===== config.mk =====
export PLATFORM = sky130hd
export DESIGN_NAME = alu_ctrl_issue
export DESIGN_NICKNAME = d
export VERILOG_FILES = /design/src/rtl/alu_ctrl_issue.sv
export SDC_FILE = /design/constraint.sdc
export NUM_CORES = 1
export LEC_CHECK = 0
export ABC_AREA = 0
export BUFFER_PORTS_ARGS = -buffer_cell sky130_fd_sc_hd__buf_2
export CAP_MARGIN = 15
export CORE_MARGIN = 2
export CORE_UTILIZATION = 40
export CTS_CLUSTER_DIAMETER = 120
export DETAILED_ROUTE_END_ITERATION = 6
export PLACE_DENSITY = 0.74
export SYNTH_ARGS = -nofsm -noshare
export SYNTH_HDL_FRONTEND = slang
export SYNTH_SLANG_ARGS = --single-unit
export TNS_END_PERCENT = 5

===== constraint.sdc =====
create_clock -name i_clk -period 1.4 [get_ports i_clk]
set_input_delay 0.28 -clock i_clk [delete_from_list [all_inputs] [get_ports i_clk]]
set_output_delay 0.28 -clock i_clk [all_outputs]
set_load 0.05 [all_outputs]

===== src/rtl/alu_ctrl_issue.sv =====
// ---------------------------------------------------------------------------
// alu_ctrl_issue
//
// Front end of alu_wrapper. Accepts an RV32I instruction with its operands,
// decodes it to the 4-bit ALU control code and drives the external
// combinational ALU from a decode register (S1). The ALU result is then
// captured in a result register (S2), along with the branch resolution.
// Branch conditions are derived from the ALU result alone; the wrapper's
// zero flag is not used.
//
// Pipeline: S1 (decode reg) -> external ALU -> S2 (result reg).
// Handshake is valid/ready on both sides. With i_ready held high the block
// sustains one instruction per cycle. An accept at edge N shows up on
// o_valid after edge N+1.
//
// Optional feature (macro ALU_ISSUE_FLUSH_EN):
//   defined   : adds input i_flush. A high i_flush at a clock edge clears
//               both valids and blocks the accept in that cycle.
//   undefined : no i_flush port. The pipe empties only through reset or
//               normal drain.
//
// Ports
//   i_clk, i_rst_n          clock (rising edge), async active-low reset
//   i_flush                 pipeline flush (only with ALU_ISSUE_FLUSH_EN)
//   i_valid / o_ready       upstream request handshake
//   i_inst                  RV32I instruction word
//   i_rs1, i_rs2, i_imm     operands and pre-extended immediate
//   o_alu_ctrl_opsel        ALU operation select (to alu_wrapper)
//   o_aluctrl_unsigned      unsigned compare flag (to alu_wrapper)
//   o_alu_op1, o_alu_op2    ALU operands (to alu_wrapper)
//   i_alu_result            combinational ALU result (from alu_wrapper)
//   o_valid / i_ready       downstream result handshake
//   o_result                registered ALU result
//   o_is_branch             result belongs to a conditional branch
//   o_branch_taken          branch condition true
//   o_illegal               unsupported opcode / funct3
// ---------------------------------------------------------------------------
module alu_ctrl_issue #(
    parameter int XLEN = 32
) (
    input  logic            i_clk,
    input  logic            i_rst_n,
`ifdef ALU_ISSUE_FLUSH_EN
    input  logic            i_flush,
`endif
    input  logic            i_valid,
    output logic            o_ready,
    input  logic [31:0]     i_inst,
    input  logic [XLEN-1:0] i_rs1,
    input  logic [XLEN-1:0] i_rs2,
    input  logic [XLEN-1:0] i_imm,
    output logic [3:0]      o_alu_ctrl_opsel,
    output logic            o_aluctrl_unsigned,
    output logic [XLEN-1:0] o_alu_op1,
    output logic [XLEN-1:0] o_alu_op2,
    input  logic [XLEN-1:0] i_alu_result,
    output logic            o_valid,
    input  logic            i_ready,
    output logic [XLEN-1:0] o_result,
    output logic            o_is_branch,
    output logic            o_branch_taken,
    output logic            o_illegal
);

    // ALU operation select codes
    localparam logic [3:0] OP_ADD  = 4'b0000;
    localparam logic [3:0] OP_SUB  = 4'b0001;
    localparam logic [3:0] OP_AND  = 4'b0010;
    localparam logic [3:0] OP_OR   = 4'b0011;
    localparam logic [3:0] OP_XOR  = 4'b0100;
    localparam logic [3:0] OP_SLL  = 4'b0101;
    localparam logic [3:0] OP_SRL  = 4'b0110;
    localparam logic [3:0] OP_SRA  = 4'b0111;
    localparam logic [3:0] OP_SLT  = 4'b1000;
    localparam logic [3:0] OP_SLTU = 4'b1001;

    // RV32I major opcodes handled here
    localparam logic [6:0] OPC_R      = 7'b0110011;
    localparam logic [6:0] OPC_I      = 7'b0010011;
    localparam logic [6:0] OPC_LUI    = 7'b0110111;
    localparam logic [6:0] OPC_LOAD   = 7'b0000011;
    localparam logic [6:0] OPC_STORE  = 7'b0100011;
    localparam logic [6:0] OPC_BRANCH = 7'b1100011;

    // funct3 -> opsel for the shared R/I arithmetic table. 'alt' selects
    // SUB/SRA; the caller decides when inst[30] is allowed to matter.
    function automatic logic [3:0] arith_sel(input logic [2:0] f3, input logic alt);
        logic [3:0] sel;
        case (f3)
            3'b000:  sel = alt ? OP_SUB : OP_ADD;
            3'b001:  sel = OP_SLL;
            3'b010:  sel = OP_SLT;
            3'b011:  sel = OP_SLTU;
            3'b100:  sel = OP_XOR;
            3'b101:  sel = alt ? OP_SRA : OP_SRL;
            3'b110:  sel = OP_OR;
            default: sel = OP_AND;
        endcase
        return sel;
    endfunction

    // Branch resolution from the ALU result only. BEQ/BNE run SUB and look
    // at zero; the compare branches run SLT/SLTU and look at bit 0. funct3[0]
    // inverts the sense in both families (BNE, BGE, BGEU).
    function automatic logic br_taken(input logic [2:0] f3, input logic [XLEN-1:0] res);
        logic cond;
        if (f3[2] == 1'b0) begin
            cond = (res == '0);
        end else begin
            cond = res[0];
        end
        return cond ^ f3[0];
    endfunction

    // ------------------------------------------------------------------
    // Instruction field extraction and decode (combinational)
    // ------------------------------------------------------------------
    logic [6:0]      opcode;
    logic [2:0]      funct3;
    logic            alt_bit;
    logic            unused_inst;

    assign opcode  = i_inst[6:0];
    assign funct3  = i_inst[14:12];
    assign alt_bit = i_inst[30];
    // Register indices and remaining funct7 bits are resolved upstream.
    assign unused_inst = ^{i_inst[31], i_inst[29:15], i_inst[11:7]};

    logic [3:0]      dec_opsel;
    logic            dec_uns;
    logic [XLEN-1:0] dec_op1;
    logic [XLEN-1:0] dec_op2;
    logic            dec_br;
    logic            dec_ill;

    always_comb begin
        dec_opsel = OP_ADD;
        dec_uns   = 1'b0;
        dec_op1   = i_rs1;
        dec_op2   = i_rs2;
        dec_br    = 1'b0;
        dec_ill   = 1'b0;

        case (opcode)
            OPC_R: begin
                dec_opsel = arith_sel(funct3, alt_bit);
                dec_uns   = (funct3 == 3'b011);
            end
            OPC_I: begin
                // inst[30] is part of the immediate except for SRLI/SRAI
                dec_opsel = arith_sel(funct3, alt_bit && (funct3 == 3'b101));
                dec_uns   = (funct3 == 3'b011);
                dec_op2   = i_imm;
            end
            OPC_LUI: begin
                dec_op1 = '0;
                dec_op2 = i_imm;
            end
            OPC_LOAD, OPC_STORE: begin
                dec_op2 = i_imm;
            end
            OPC_BRANCH: begin
                dec_br = 1'b1;
                case (funct3)
                    3'b000, 3'b001: dec_opsel = OP_SUB;
                    3'b100, 3'b101: dec_opsel = OP_SLT;
                    3'b110, 3'b111: begin
                        dec_opsel = OP_SLTU;
                        dec_uns   = 1'b1;
                    end
                    default: dec_ill = 1'b1;
                endcase
            end
            default: dec_ill = 1'b1;
        endcase

        // Illegal entries travel as a harmless 0 + 0 so the ALU output is 0.
        if (dec_ill) begin
            dec_opsel = OP_ADD;
            dec_uns   = 1'b0;
            dec_op1   = '0;
            dec_op2   = '0;
            dec_br    = 1'b0;
        end
    end

    // ------------------------------------------------------------------
    // Handshake
    // ------------------------------------------------------------------
    logic            flush;
    logic            s1_valid_q, s1_valid_d;
    logic            s2_valid_q, s2_valid_d;
    logic            s2_free;
    logic            s1_advance;
    logic            accept;

`ifdef ALU_ISSUE_FLUSH_EN
    assign flush = i_flush;
`else
    assign flush = 1'b0;
`endif

    assign s2_free    = !s2_valid_q || i_ready;
    assign s1_advance = s1_valid_q && s2_free && !flush;
    // Reset term keeps o_ready high while i_rst_n is low, whatever i_flush does.
    assign o_ready    = !i_rst_n || (!flush && (!s1_valid_q || s1_advance));
    assign accept     = i_valid && o_ready;

    // ------------------------------------------------------------------
    // S1: decode register, drives the external ALU
    // ------------------------------------------------------------------
    logic [3:0]      s1_opsel_q, s1_opsel_d;
    logic            s1_uns_q,   s1_uns_d;
    logic [XLEN-1:0] s1_op1_q,   s1_op1_d;
    logic [XLEN-1:0] s1_op2_q,   s1_op2_d;
    logic            s1_br_q,    s1_br_d;
    logic [2:0]      s1_f3_q,    s1_f3_d;
    logic            s1_ill_q,   s1_ill_d;

    // ------------------------------------------------------------------
    // S2: result register, drives the downstream outputs
    // ------------------------------------------------------------------
    logic [XLEN-1:0] s2_result_q, s2_result_d;
    logic            s2_br_q,     s2_br_d;
    logic            s2_taken_q,  s2_taken_d;
    logic            s2_ill_q,    s2_ill_d;

    always_comb begin
        s1_valid_d = s1_valid_q;
        s1_opsel_d = s1_opsel_q;
        s1_uns_d   = s1_uns_q;
        s1_op1_d   = s1_op1_q;
        s1_op2_d   = s1_op2_q;
        s1_br_d    = s1_br_q;
        s1_f3_d    = s1_f3_q;
        s1_ill_d   = s1_ill_q;

        // S1 data only reloads on accept, so the ALU inputs stay steady
        // while an entry waits for S2 to free up.
        if (flush) begin
            s1_valid_d = 1'b0;
        end else if (accept) begin
            s1_valid_d = 1'b1;
            s1_opsel_d = dec_opsel;
            s1_uns_d   = dec_uns;
            s1_op1_d   = dec_op1;
            s1_op2_d   = dec_op2;
            s1_br_d    = dec_br;
            s1_f3_d    = funct3;
            s1_ill_d   = dec_ill;
        end else if (s1_advance) begin
            s1_valid_d = 1'b0;
        end
    end

    always_comb begin
        s2_valid_d  = s2_valid_q;
        s2_result_d = s2_result_q;
        s2_br_d     = s2_br_q;
        s2_taken_d  = s2_taken_q;
        s2_ill_d    = s2_ill_q;

        if (flush) begin
            s2_valid_d = 1'b0;
        end else if (s1_advance) begin
            s2_valid_d  = 1'b1;
            s2_result_d = s1_ill_q ? '0 : i_alu_result;
            s2_br_d     = s1_br_q;
            s2_taken_d  = s1_br_q && br_taken(s1_f3_q, i_alu_result);
            s2_ill_d    = s1_ill_q;
        end else if (i_ready) begin
            s2_valid_d = 1'b0;
        end
    end

    always_ff @(posedge i_clk or negedge i_rst_n) begin
        if (!i_rst_n) begin
            s1_valid_q  <= 1'b0;
            s1_opsel_q  <= OP_ADD;
            s1_uns_q    <= 1'b0;
            s1_op1_q    <= '0;
            s1_op2_q    <= '0;
            s1_br_q     <= 1'b0;
            s1_f3_q     <= 3'b000;
            s1_ill_q    <= 1'b0;
            s2_valid_q  <= 1'b0;
            s2_result_q <= '0;
            s2_br_q     <= 1'b0;
            s2_taken_q  <= 1'b0;
            s2_ill_q    <= 1'b0;
        end else begin
            s1_valid_q  <= s1_valid_d;
            s1_opsel_q  <= s1_opsel_d;
            s1_uns_q    <= s1_uns_d;
            s1_op1_q    <= s1_op1_d;
            s1_op2_q    <= s1_op2_d;
            s1_br_q     <= s1_br_d;
            s1_f3_q     <= s1_f3_d;
            s1_ill_q    <= s1_ill_d;
            s2_valid_q  <= s2_valid_d;
            s2_result_q <= s2_result_d;
            s2_br_q     <= s2_br_d;
            s2_taken_q  <= s2_taken_d;
            s2_ill_q    <= s2_ill_d;
        end
    end

    assign o_alu_ctrl_opsel   = s1_opsel_q;
    assign o_aluctrl_unsigned = s1_uns_q;
    assign o_alu_op1          = s1_op1_q;
    assign o_alu_op2          = s1_op2_q;

    assign o_valid        = s2_valid_q;
    assign o_result       = s2_result_q;
    assign o_is_branch    = s2_br_q;
    assign o_branch_taken = s2_taken_q;
    assign o_illegal      = s2_ill_q;

endmodule


# Word-level counts from Yosys, hierarchy flattened
# Index checks and enable logic that the tools add are counted.
[classes]
eq_ne = 13
n_reduce_logical = 21
n_mux = 27
n_bitwise = 1
[op_table]
columns = ["cell", "count"]
rows = [
  ["$mux W32", 5],
  ["$pmux W4 S7", 2],
  ["$logic_not A32 Y1", 1],
  ["$pmux W4 S3", 2],
  ["$eq A7 B6 Y1 const B", 3],
  ["$mux W1", 15],
  ["$eq A3 B3 Y1 const B", 4],
  ["$reduce_or A2 Y1", 4],
  ["$eq A7 B2 Y1 const B", 1],
  ["$eq A7 B5 Y1 const B", 1],
  ["$eq A7 B7 Y1 const B", 1],
  ["$eq A3 B2 Y1 const B", 2],
  ["$reduce_or A6 Y1", 1],
  ["$reduce_or A5 Y1", 1],
  ["$logic_and A1 B1 Y1", 4],
  ["$mux W4", 1],
  ["$pmux W1 S2", 2],
  ["$reduce_bool A2 Y1", 2],
  ["$reduce_or A4 Y1", 1],
  ["$eq A3 B1 Y1 const B", 1],
  ["$logic_not A1 Y1", 3],
  ["$logic_not A3 Y1", 1],
  ["$logic_or A1 B1 Y1", 3],
  ["$xor A1 B1 Y1", 1],
]
[totals]
inputBits = 164
reg_bits = 111

# Longest topological paths before layout
[logic_depth]
word_depth = 7
ltp_mapped = 7

# Worst setup path after synthesis
# No wires, ideal clock.
[synth_timing]
path_type = "reg2reg"
start = "register s2_valid_q, in the netlist o_valid"
end = "register s1_f3_q[0]"
arrival_time_ps = 2293
stages_incl_launch_ff = 5
synth_period_minus_slack_ps = 2418
setup_ps = 125
path_slack_ps = -1018
t_required_ps = 1275
path_buffers = 1
cell_sequence = "dfrtp_1 > nand4b_1 > nand2_1 > buf_2 > mux2_2"
[synth_between]
elab_chain_len = 6
[synth_lines]
columns = ["item", "line", "text"]
rows = [
  ["start, declared", "192", "logic s2_valid_q, s2_valid_d;"],
  ["start signal, assigned", "300", "s2_valid_q <= s2_valid_d;"],
  ["$logic_not A1 Y1", "203", "assign s2_free = !s2_valid_q || i_ready;"],
  ["$logic_or A1 B1 Y1", "203", ""],
  ["$logic_and A1 B1 Y1", "204", "assign s1_advance = s1_valid_q && s2_free && !flush;"],
  ["$logic_or A1 B1 Y1 (2 in series)", "206", "assign o_ready = !i_rst_n || (!flush && (!s1_valid_q || s1_advance));"],
  ["named net o_ready", "47", "output logic o_ready,"],
  ["$logic_and A1 B1 Y1", "207", "assign accept = i_valid && o_ready;"],
  ["end signal, assigned", "284", "s1_f3_q <= 3'b000;"],
  ["end signal, assigned", "298", "s1_f3_q <= s1_f3_d;"],
  ["end, declared", "217", "logic [2:0] s1_f3_q, s1_f3_d;"],
]
# The timed path passes the listed nets, and every way through them passes these cells.
# A chain may end at the register's enable or synchronous reset.

# Final worst setup path
[layout_timing]
start = "register s1_valid_q"
end = "output port o_ready"
[layout_between]
elab_chain_len = 3
word_cells_on_any_way = 4
classes_between = "reduce/logical (4)"
[layout_lines]
columns = ["item", "line", "text"]
rows = [
  ["start, declared", "191", "logic s1_valid_q, s1_valid_d;"],
  ["start signal, assigned", "292", "s1_valid_q <= s1_valid_d;"],
  ["$logic_not A1 Y1 / $logic_and A1 B1 Y1 (equally long branches)", "206, 204", ""],
  ["$logic_or A1 B1 Y1 * (2 in series)", "206", ""],
  ["end, declared", "47", ""],
]
# Mark *: on every way between the ends. The rest lies on a longest branch, timed or not.

==> out/results.env <==
NUMBER_OF_CTS_INSERTED_BUFFERS=9
FMAX_MHz=674
RUN_STATUS='finished, violations left'
FINAL_HOLD_VIOL_COUNT=0
CLOCK_SINK_COUNT=110
FILLCELLCOUNT=997
DRIVE_ABOVE_1_SHARE_PCT=47.8
SYNTH-SEQ-AREA-SHARE_PCT=58.8
TIMING_MAX_TRANSITION_VIOLATIONS_FINAL=0
GLOBALROUTE.BUSIESTLAYER='met2'
DRT_PASS1_ITERATIONS=4
YOSYS_REGISTER_BITS=110
DIEHEIGHT_UM=112
LAYOUT.CORE_UTILIZATION_PCT=59.9
SYN_AREA_PER_CELL_UM2=10.7
PORTBUFFERS=248
CLOCK_LATENCY_ON_THE_WORST_SKEW_PAIR_PS=350
VIAS_PER_CELL=5.12
WORST-ENDPOINT-ARRIVAL_PS=1200
GLOBALROUTEMET1UTIL_PCT=25.8
GRT_USAGE_PCT=20.7
SYN-CELL-AREA_UM2=4680
CTS_TREE='built'
ROUTEDWLPERCELL_UM=15.5
FAILED_CHECKS='negative setup slack'
PRE_CTS_WS_PS=-350
ROOT_BUFFER='sky130_fd_sc_hd__clkbuf_16'
EFFECTIVE_UTILIZATION_AT_FLOORPLAN_PCT=41.0
SYN_INST=438
IR_WORST_VDD_mV=0.876
MEASURED_SLEW_AT_THE_WORST_SLEW_CHECK_PIN_PS=880
MET2_USAGE_PCT=35.8
WORST_PATH_MAXIMUM_FANOUT=2
SLEW_HEADROOM_PCT=41.3
ANTENNA_LEFT=0
DRCVIOLATIONCOUNT=0
FIN_WS_PS=-83.5
CRITPATHKIND='reg2out'
CLK_PIN_SLEW_WORST_PATHS_PS=80
NUM-NETS-FINAL=877
ANTENNA_VIOLATIONS_BEFORE_REPAIR=0
GLOBAL_ROUTE_WIRE_LENGTH_BEFORE_REPAIR_MM=21.1
WORST_SETUP_PATH_END_KIND='output port'
YS_TOP_CELLS_BY_AREA='sky130_fd_sc_hd__dfrtp_1, sky130_fd_sc_hd__nand2_1, sky130_fd_sc_hd__mux2i_1'
ROWS=39
HTREEDEPTH=3
FINALWEIGHTEDCONGESTION=0.909
GLOBAL_ROUTE.OVERFLOW_TOTAL=0
SYNTHMUXAREASHARE_PCT=7.08
CRIT_REQUIRED_PS=1120
DETAIL_ROUTE.WIRELENGTH_MM=13.4
POWER_SWITCHING_uW=2000
POWER.SWITCHING_FRACTION_PCT=28.2
P_PER_AREA_nW_PER_UM2=1040
ADDER_AND_MAJORITY_CELL_FRACTION_OF_THE_SYNTHESIZED_AREA_PCT=0
CRITPATHLAUNCHTYPE='register'
PLACEABLECOREAREA_UM2=11400
HOLD_CLASS='in2async'
FINAL_AREA_UM2=6840
NUM_IO_PINS=270
GRT_UTIL_MET3_PCT=4.64
YOSYS.AREA.TOP_TYPE_SHARE_PCT=58.8
SYNTHESIS.YOSYS.WARNINGS=0
CTS_MAX_PATH_BUFFERS=2
SYNTH_TOP_FAMILY_BY_AREA='compound AO/OA/AOI/OAI gates'
DRT_ITER0_MARKERS=324
FIN_SKEW_PS=9.35
PLACE.DETAILED.HPWL_MM=9.88
DIE_AREA_UM2=12600
SYNTH_SIMPLE_GATE_AREA_SHARE_PCT=13.3
TOTAL_POWER_uW=7110
MIN_PERIOD_OVER_PERIOD_PCT=106
SYNTH-XOR-AREA-SHARE_PCT=0.374
SEQ_POWER_SHARE_PCT=46.6
NETLIST.TOP_CELL.BY_AREA='sky130_fd_sc_hd__dfrtp_1'
CELLINTERNALPOWER_uW=5110
GRT_PASS1_VIAS=4311
ANTENNA_CELLS_INSERTED=0
VIAS=4406
DRV.MAX_CAP_VIOLATION_COUNT=0
POWER_SHARE_OF_THE_CLOCK_GROUP_PCT=37.0
GRT_START_MAX_NET_PINS=70
SETUP_VIOLATIONS=37
STATIC-LEAKAGE-POWER_uW=0.00383
UNREPAIRED_SETUP_ENDPOINTS_AFTER_GLOBAL_ROUTING='yes'
SYNTHTOLAYOUTAREAGROWTH_PCT=46.2
SYNTH_COMPOUND_GATE_AREA_SHARE_PCT=16.3
NETS_IN_THE_SYNTHESIZED_NETLIST=602
SYNTHDISTINCTLIBCELLS=37
HORIZONTAL_DIE_DIMENSION_UM=112
DETAILED_PLACE.AREA_UM2=6340
POST-ROUTE-MIN-PERIOD_PS=1480
COMB_POWER_SHARE_PCT=16.4
==> synth_stat cells, drive strengths merged <==
cell,instances
nor2b,1
buf,12
o21bai,1
o211ai,1
clkbuf,16
o311a,1
inv,3
dfrtp,110
nand2,114
a32o,1
o21ai,72
nand4bb,1
clkinv,1
nand3,2
or3,3
nor2,5
mux2i,32
nor4,8
a21boi,1
nand4,1
xnor2,2
nand2b,2
o41ai,2
o31ai,2
nand4b,1
mux2,1
nand3b,2
nor3,3
a21oi,3
a22o,33
a22oi,1
==> flip-flops by register name (all words and copies together) (netlist names) <==
name / cells
o_branch_taken: 1
o_is_branch: 1
o_alu_ctrl_opsel: 4
o_alu_op1: 32
s1_ill_q: 1
o_illegal: 1
o_result: 32
o_alu_op2: 32
o_valid: 1
s1_f3_q: 2
s1_valid_q: 1
o_aluctrl_unsigned: 1
s1_br_q: 1
==> worst max-delay path: stages, from the launching register on <==
cell and delay (ps):
sky130_fd_sc_hd__dfrtp_1 350, sky130_fd_sc_hd__nand4b_1 180, sky130_fd_sc_hd__buf_4 190, sky130_fd_sc_hd__buf_6 140
==> per-layer routing <==
metal | share of wire, % | vias up
met2 | 50 | 196
li1 | - | 2094
met3 | 7.5 | 19
met1 | 41 | 2097
met5 | 0 | -
met4 | 1.8 | 0
==> power groups by stage <==
| stage | Clock, uW | Combinational [uW] | Sequential [uW] |
|---|---|---|---|
| global route | 2810 | 1260 | 3320 |
| detailed placement | 0 | 1120 | 3380 |
| global placement | 0 | 1100 | 3370 |
| finish | 2630 | 1170 | 3310 |
| floorplan | 0 | 291 | 3650 |
| CTS | 2680 | 1150 | 3310 |
==> final cells by class <==
cell class                      instances  area (um^2)  area share (%)
Multi-Input combinational cell        296         1850            27.1
Timing Repair Buffer                  292         1740            25.4
Clock buffer                            9          225            3.29
Inverter                                4         15.0           0.219
Tap cell                              143          179            2.62
Sequential cell                       110         2750            40.3
Clock inverter                          7         81.3            1.19
==> cells in the final DEF (no fill, tap or decap), types with 2 or more instances in the layout <==
master	count
sky130_fd_sc_hd__nand2_1	111
sky130_fd_sc_hd__nand2b_1	2
sky130_fd_sc_hd__nand3_1	2
sky130_fd_sc_hd__buf_4	31
sky130_fd_sc_hd__dfrtp_1	109
sky130_fd_sc_hd__clkinv_4	3
sky130_fd_sc_hd__o21ai_0	33
sky130_fd_sc_hd__nor4_1	6
sky130_fd_sc_hd__o21ai_1	18
sky130_fd_sc_hd__xnor2_1	2
sky130_fd_sc_hd__nor2_1	5
sky130_fd_sc_hd__buf_2	245
sky130_fd_sc_hd__inv_6	2
sky130_fd_sc_hd__inv_1	3
sky130_fd_sc_hd__nor3_1	3
sky130_fd_sc_hd__clkbuf_16	10
sky130_fd_sc_hd__nand2_2	2
sky130_fd_sc_hd__mux2i_1	32
sky130_fd_sc_hd__buf_6	5
sky130_fd_sc_hd__a22o_1	33
sky130_fd_sc_hd__o21ai_2	21
sky130_fd_sc_hd__nand3b_1	2
sky130_fd_sc_hd__a21oi_1	2
sky130_fd_sc_hd__buf_12	8
==> final timing paths <==
check / from / to / slack, ps / cells after the start
max in group asynchronous: i_rst_n / o_valid / 540 / 3
worst min-delay path: i_rst_n / o_alu_op2[21] / 120 / 3
worst max-delay path: s1_valid_q / o_ready / -80 / 3
min in group i_clk: i_rs1[11] / o_alu_op1[11] / 150 / 2
worst min register to register: o_is_branch / o_is_branch / 470 / 2
worst max register to register: o_valid / o_alu_op2[7] / -80 / 5
==> what timing repair did <==
| action | CTS | global route |
|---|---|---|
| setup buffers | 2 | 0 |
| endpoints found under the setup margin | 68 | 72 |
| gates resized for setup | 17 | 20 |
| pin swaps | 25 | 28 |
| hold buffers | 0 | 0 |
| gates cloned | 1 | 1 |
==> per-stage QoR <==
stage,TNS [ps],hold WS (ps),std cells
final,-1580,117,861
after global routing,-6950,141,861
after CTS,-2600,129,860
after detailed placement,-18690,461,841
after global placement,-15650,457,841
after floorplan,-50850,-15.6,438
==> logic make-up (layout without fill, tap and decap cells) <==
logic type / Yosys count / after routing
AO/OA/AOI/OAI: 118 / 118
XOR/XNOR: 2 / 2
buffers and inverters: 32 / 312
flip-flops: 110 / 110
multiplexers: 33 / 33
AND/OR/NAND/NOR: 143 / 143
No activity file was read; power rests on OpenSTA's default activity.
